[config.mk]
export PLATFORM = sky130hd
export DESIGN_NAME = omsp_spm_cmd_seq
export DESIGN_NICKNAME = d
export VERILOG_FILES = /design/src/rtl/omsp_spm_cmd_seq.sv
export SDC_FILE = /design/constraint.sdc
export NUM_CORES = 1
export LEC_CHECK = 0
export CORE_MARGIN = 2
export CORE_UTILIZATION = 36
export CTS_CLUSTER_SIZE = 16
export DETAILED_ROUTE_END_ITERATION = 12
export PLACE_DENSITY = 0.74
export REMOVE_ABC_BUFFERS = 1
export SYNTH_ARGS = -nofsm -noshare
export SYNTH_HDL_FRONTEND = slang
export SYNTH_SLANG_ARGS = --single-unit
[constraint.sdc]
create_clock -name mclk -period 1.7 [get_ports mclk]
set_clock_uncertainty 0.1 [all_clocks]
set_input_delay 0.34 -clock mclk [delete_from_list [all_inputs] [get_ports mclk]]
set_output_delay 0.34 -clock mclk [all_outputs]
set_load 0.02 [all_outputs]
[src/rtl/omsp_spm_cmd_seq.sv]
// omsp_spm_cmd_seq: sequences protect/unprotect/verify commands into one-cycle SPM
// control strobes and streams the derived module key into a freshly protected SPM.
`default_nettype none

module omsp_spm_cmd_seq #(
  parameter int KEY_IDX_SIZE = 2,
  parameter int KEY_WORDS    = 4,
  parameter int TO_WIDTH     = 8,
  parameter int TIMEOUT      = 200
) (
  input  logic                    mclk,
  input  logic                    puc_rst,
  input  logic                    cmd_valid,
  input  logic [1:0]              cmd_op,
  output logic                    cmd_ready,
  output logic                    cmd_done,
  output logic                    cmd_error,
  output logic                    busy,
  input  logic                    violation,
  input  logic                    key_word_valid,
  input  logic [15:0]             key_word,
  output logic                    key_word_ack,
  output logic                    update_spm,
  output logic                    enable_spm,
  output logic                    disable_spm,
  output logic                    cancel_spm,
  output logic                    verify_spm,
  output logic                    write_key,
  output logic [15:0]             key_in,
  output logic [KEY_IDX_SIZE-1:0] key_idx
);

  typedef enum logic [3:0] {
    S_IDLE   = 4'd0,
    S_ALLOC  = 4'd1,
    S_ACHK   = 4'd2,
    S_KEY    = 4'd3,
    S_CANCEL = 4'd4,
    S_DIS    = 4'd5,
    S_VER    = 4'd6,
    S_VCHK   = 4'd7,
    S_DONE   = 4'd8
  } state_t;

  state_t                  r_state, w_nxt;
  logic [KEY_IDX_SIZE-1:0] r_idx, w_idx_nxt;
  logic [TO_WIDTH-1:0]     r_to, w_to_nxt;
  logic                    r_err, w_err_nxt;
  logic                    r_ready, r_busy, r_done, r_error;
  logic                    r_update, r_enable, r_disable, r_cancel, r_verify;
  logic                    w_accept, w_last, w_to_hit, w_write;

  assign w_accept = cmd_valid & r_ready;
  assign w_last   = (r_idx == KEY_IDX_SIZE'(KEY_WORDS - 1));
  assign w_to_hit = (r_to == TO_WIDTH'(TIMEOUT - 1));
  // Key transfer is combinational so a presented word is consumed in the cycle it appears.
  assign w_write  = (r_state == S_KEY) & key_word_valid;

  always_comb begin
    w_nxt     = r_state;
    w_idx_nxt = r_idx;
    w_to_nxt  = r_to;
    w_err_nxt = r_err;
    case (r_state)
      S_IDLE: begin
        if (w_accept) begin
          case (cmd_op)
            2'b00:   w_nxt = S_ALLOC;
            2'b01:   w_nxt = S_DIS;
            2'b10:   w_nxt = S_VER;
            default: begin
              w_nxt     = S_DONE;
              w_err_nxt = 1'b1;
            end
          endcase
        end
      end
      S_ALLOC: w_nxt = S_ACHK;
      S_ACHK: begin
        if (violation) begin
          w_nxt = S_CANCEL;
        end else begin
          w_nxt     = S_KEY;
          w_idx_nxt = '0;
          w_to_nxt  = '0;
        end
      end
      S_KEY: begin
        // A word arriving on the last timeout cycle still wins over the abort.
        if (key_word_valid) begin
          w_to_nxt = '0;
          if (w_last) begin
            w_nxt     = S_DONE;
            w_err_nxt = 1'b0;
          end else begin
            w_idx_nxt = r_idx + KEY_IDX_SIZE'(1);
          end
        end else begin
          w_to_nxt = r_to + TO_WIDTH'(1);
          if (w_to_hit) w_nxt = S_CANCEL;
        end
      end
      S_CANCEL: begin
        w_nxt     = S_DONE;
        w_err_nxt = 1'b1;
      end
      S_DIS: begin
        w_nxt     = S_DONE;
        w_err_nxt = 1'b0;
      end
      S_VER:  w_nxt = S_VCHK;
      S_VCHK: begin
        w_nxt     = S_DONE;
        w_err_nxt = violation;
      end
      S_DONE:  w_nxt = S_IDLE;
      default: w_nxt = S_IDLE;
    endcase
  end

  // Strobes are registered from the next state so they line up with the state they belong to.
  always_ff @(posedge mclk or posedge puc_rst) begin
    if (puc_rst) begin
      r_state   <= S_IDLE;
      r_idx     <= '0;
      r_to      <= '0;
      r_err     <= 1'b0;
      r_ready   <= 1'b1;
      r_busy    <= 1'b0;
      r_done    <= 1'b0;
      r_error   <= 1'b0;
      r_update  <= 1'b0;
      r_enable  <= 1'b0;
      r_disable <= 1'b0;
      r_cancel  <= 1'b0;
      r_verify  <= 1'b0;
    end else begin
      r_state   <= w_nxt;
      r_idx     <= w_idx_nxt;
      r_to      <= w_to_nxt;
      r_err     <= w_err_nxt;
      r_ready   <= (w_nxt == S_IDLE);
      r_busy    <= (w_nxt != S_IDLE);
      r_done    <= (w_nxt == S_DONE);
      r_error   <= (w_nxt == S_DONE) & w_err_nxt;
      r_update  <= (w_nxt == S_ALLOC) | (w_nxt == S_CANCEL) | (w_nxt == S_DIS);
      r_enable  <= (w_nxt == S_ALLOC);
      r_disable <= (w_nxt == S_DIS);
      r_cancel  <= (w_nxt == S_CANCEL);
      r_verify  <= (w_nxt == S_VER);
    end
  end

  assign cmd_ready    = r_ready;
  assign busy         = r_busy;
  assign cmd_done     = r_done;
  assign cmd_error    = r_error;
  assign update_spm   = r_update;
  assign enable_spm   = r_enable;
  assign disable_spm  = r_disable;
  assign cancel_spm   = r_cancel;
  assign verify_spm   = r_verify;
  assign write_key    = w_write;
  assign key_word_ack = w_write;
  assign key_in       = w_write ? key_word : 16'h0000;
  assign key_idx      = w_write ? r_idx : '0;

endmodule

`default_nettype wire

==> metrics.txt <==
run status complete, but fails checks; failing checks negative setup slack; Clock Latency Late Sink approximately 0.28 ns; Slew Limit Fails 0; Worst Setup Slack, final -0.237 ns; CTS tree done; Antenna Nets Post-Route 0; leading area contributor after synthesis dfrtp_1; Chip Height 68.3 um; via count around 1,700; initial antenna violation count 0; clk sink count 24; global route overflow 0; Synth Area per Inst 9.55 um2; top cells by count, synth dfrtp_1 (23), and3_1 (20), nand2_1 (11), o21ai_0 (11), nor2_1 (9); Layout fillers around 250; Detailed Route Iter0 Violations 80; top cell type's share of synthesized area 0.386; vias in the first global route around 1,600; CORE AREA 4000 um2; Post-CTS Hold Fix Bufs 0; Final Hold Fails 0; Cell variety after synth 45; area of the multi-input gates 1150 um2; PD cells 1350 nW/um2; Critical Path Source Type flop; Rows 23; CTS root buf clkbuf_8; Vias/cell 5.41; Mapped Area between 1000 and 1500 um2; ys async rst share 1.00; Initial Util 0.373; hold crit path type in2async; Crit Path Class reg2out; total global routing track utilization 0.218; Power Total between 4 and 5 mW; GP Congestion 0.843; Peak Freq 516 MHz; Max Root-Sink Buffers 2; Main synth FF type dfrtp_1; Antenna diodes 0; Slew @ Worst Pin 0.537 ns; Num CTS Buffers 3; CP arrival 1.50 ns; synthesis-to-finish area growth 100%; Critical Path RT 1.26 ns; number of flops mapped to enable cells by yosys 0; largest net degree at the start of global routing 25; DP Worst Slack -0.635 ns; hpwl dp 2880 um; Max VDD drop just over 1000 uV; Synth Instances 156; Ys Warns 0; die width between 60 and 70 um; clk slew on worst S/H paths 0.10 ns; Final min period 1.94 ns; crit share post-route 1.14; top-count cell post-synth dfrtp_1; H-tree depth 1; I/O Buffers 51; RSZ-0062 raised after global routing yes; first-pass GRT wire length roughly 7500 um; Post-Route WL 5760 um; TritonRoute pass-1 iters 4; # nets final 291; DR DRC count 0; CP endpoint kind primary output; Max-Cap Viols 0; register bit count reported by yosys 24; I/O Pins 52; share of layout cells above drive strength 1 0.590; DR WL/cell around 19 um; Register Area 603 um2; Lkg Pwr 1.36 nW; CP Max Fanout 5; Setup violations, final 43; die outline area 4670 um2; sequential area share after synthesis 0.404; Area contributors post-synth dfrtp_1 (39%), and3_1 (8.4%), ha_1 (5.0%); worst rel slew slack 0.639
critical path, stage by stage, from the launching register on:
cell and delay (ns):
dfrtp_1 0.42, nor2_4 0.19, and3_4 0.25, buf_4 0.11
and3_4 0.16, buf_6 0.11
cell families after synthesis:
kind of cell / count (synthesis) / synth area share
AOI/OAI and AO/OA: 30 / 0.143
buffers and inverters: 17 / 0.0663
and+or+nand+nor: 77 / 0.325
xor gates and xnor gates: 2 / 0.0118
adders and majority gates: 6 / 0.0504
DFF: 24 / 0.404
metal layers:
| layer | up-vias | routed length (um) | global-route usage |
|---|---|---|---|
| li1 | 788 | - | - |
| met1 | 838 | 2340 | 0.285 |
| met2 | 47 | 3150 | 0.380 |
| met3 | 11 | 176 | 0.0296 |
| met4 | 0 | 99 | 0.0550 |
| met5 | - | 0 | 0 |
repair_timing:
action / 4_1_cts / 5_1_grt
endpoints found under the setup margin: 43 / 45
gates resized for setup: 172 / 66
buffers inserted: 16 / 8
gates cloned: 3 / 0
pin swaps: 22 / 30
report_power, final:
group | total (mW) | leakage [nW] | switching (mW) | internal (mW)
Combinational | 2.61 | 1.00 | 1.26 | 1.35
Clock | 0.513 | 0.0357 | 0.198 | 0.315
Sequential | 0.900 | 0.319 | 0.138 | 0.762
Total | 4.02 | 1.36 | 1.59 | 2.43
stage by stage:
step           hold slack (ns)  area, um2  TNS [ns]  cells   util
3_5_place_dp             0.391       2260    -19.48    283  0.566
4_1_cts                  0.312       2700     -3.42    305  0.674
5_1_grt                  0.376       2990     -8.57    311  0.747
2_1_floorplan            0.254       1410    -0.383    145      -
6_report                 0.296       2990     -6.24    311  0.747
3_3_place_gp             0.381       2260    -18.44    283  0.566
cell type report:
type                    instances  share of cell area
clock inverters                 1              0.0101
flip-flops and latches         24               0.202
inverters                       6             0.00838
well taps                      50              0.0209
multi-input cells             118               0.386
clock buffers                   3              0.0138
repair buffers                109               0.359
registers in the layout, indices dropped and copies added, names as in the netlist:
register	cells
r_idx	2
cmd_ready	1
r_err	1
busy	1
r_to	8
verify_spm	1
disable_spm	1
cancel_spm	1
cmd_error	1
enable_spm	1
cmd_done	1
r_state	4
update_spm	1
layout by cell type (no fill, tap or decap), drive strengths merged, types with 2 or more instances in the layout:
| cell | count |
|---|---|
| a31oi | 6 |
| and2 | 6 |
| and2b | 2 |
| and3 | 24 |
| buf | 78 |
| clkbuf | 3 |
| clkdlybuf4s15 | 2 |
| clkdlybuf4s50 | 28 |
| dfrtp | 23 |
| ha | 6 |
| inv | 6 |
| nand2 | 11 |
| nand3 | 8 |
| nor2 | 9 |
| nor3 | 6 |
| o211ai | 2 |
| o21a | 2 |
| o21ai | 11 |
| o31ai | 3 |
| or4 | 2 |
| xor2 | 2 |
worst paths after layout:
path                       startpoint   endpoint  slack [ns]  cells after the start
min reg2reg                   r_to[7]    r_to[7]        0.44                      1
max                        r_state[2]  key_in[3]       -0.24                      5
max reg2reg                r_state[2]       busy       -0.22                      6
min                           puc_rst    r_to[3]        0.30                      3
min in group mclk             r_to[7]    r_to[7]        0.44                      1
max in group asynchronous     puc_rst  cmd_ready        0.90                      3
(Power assumes the default switching activity.)
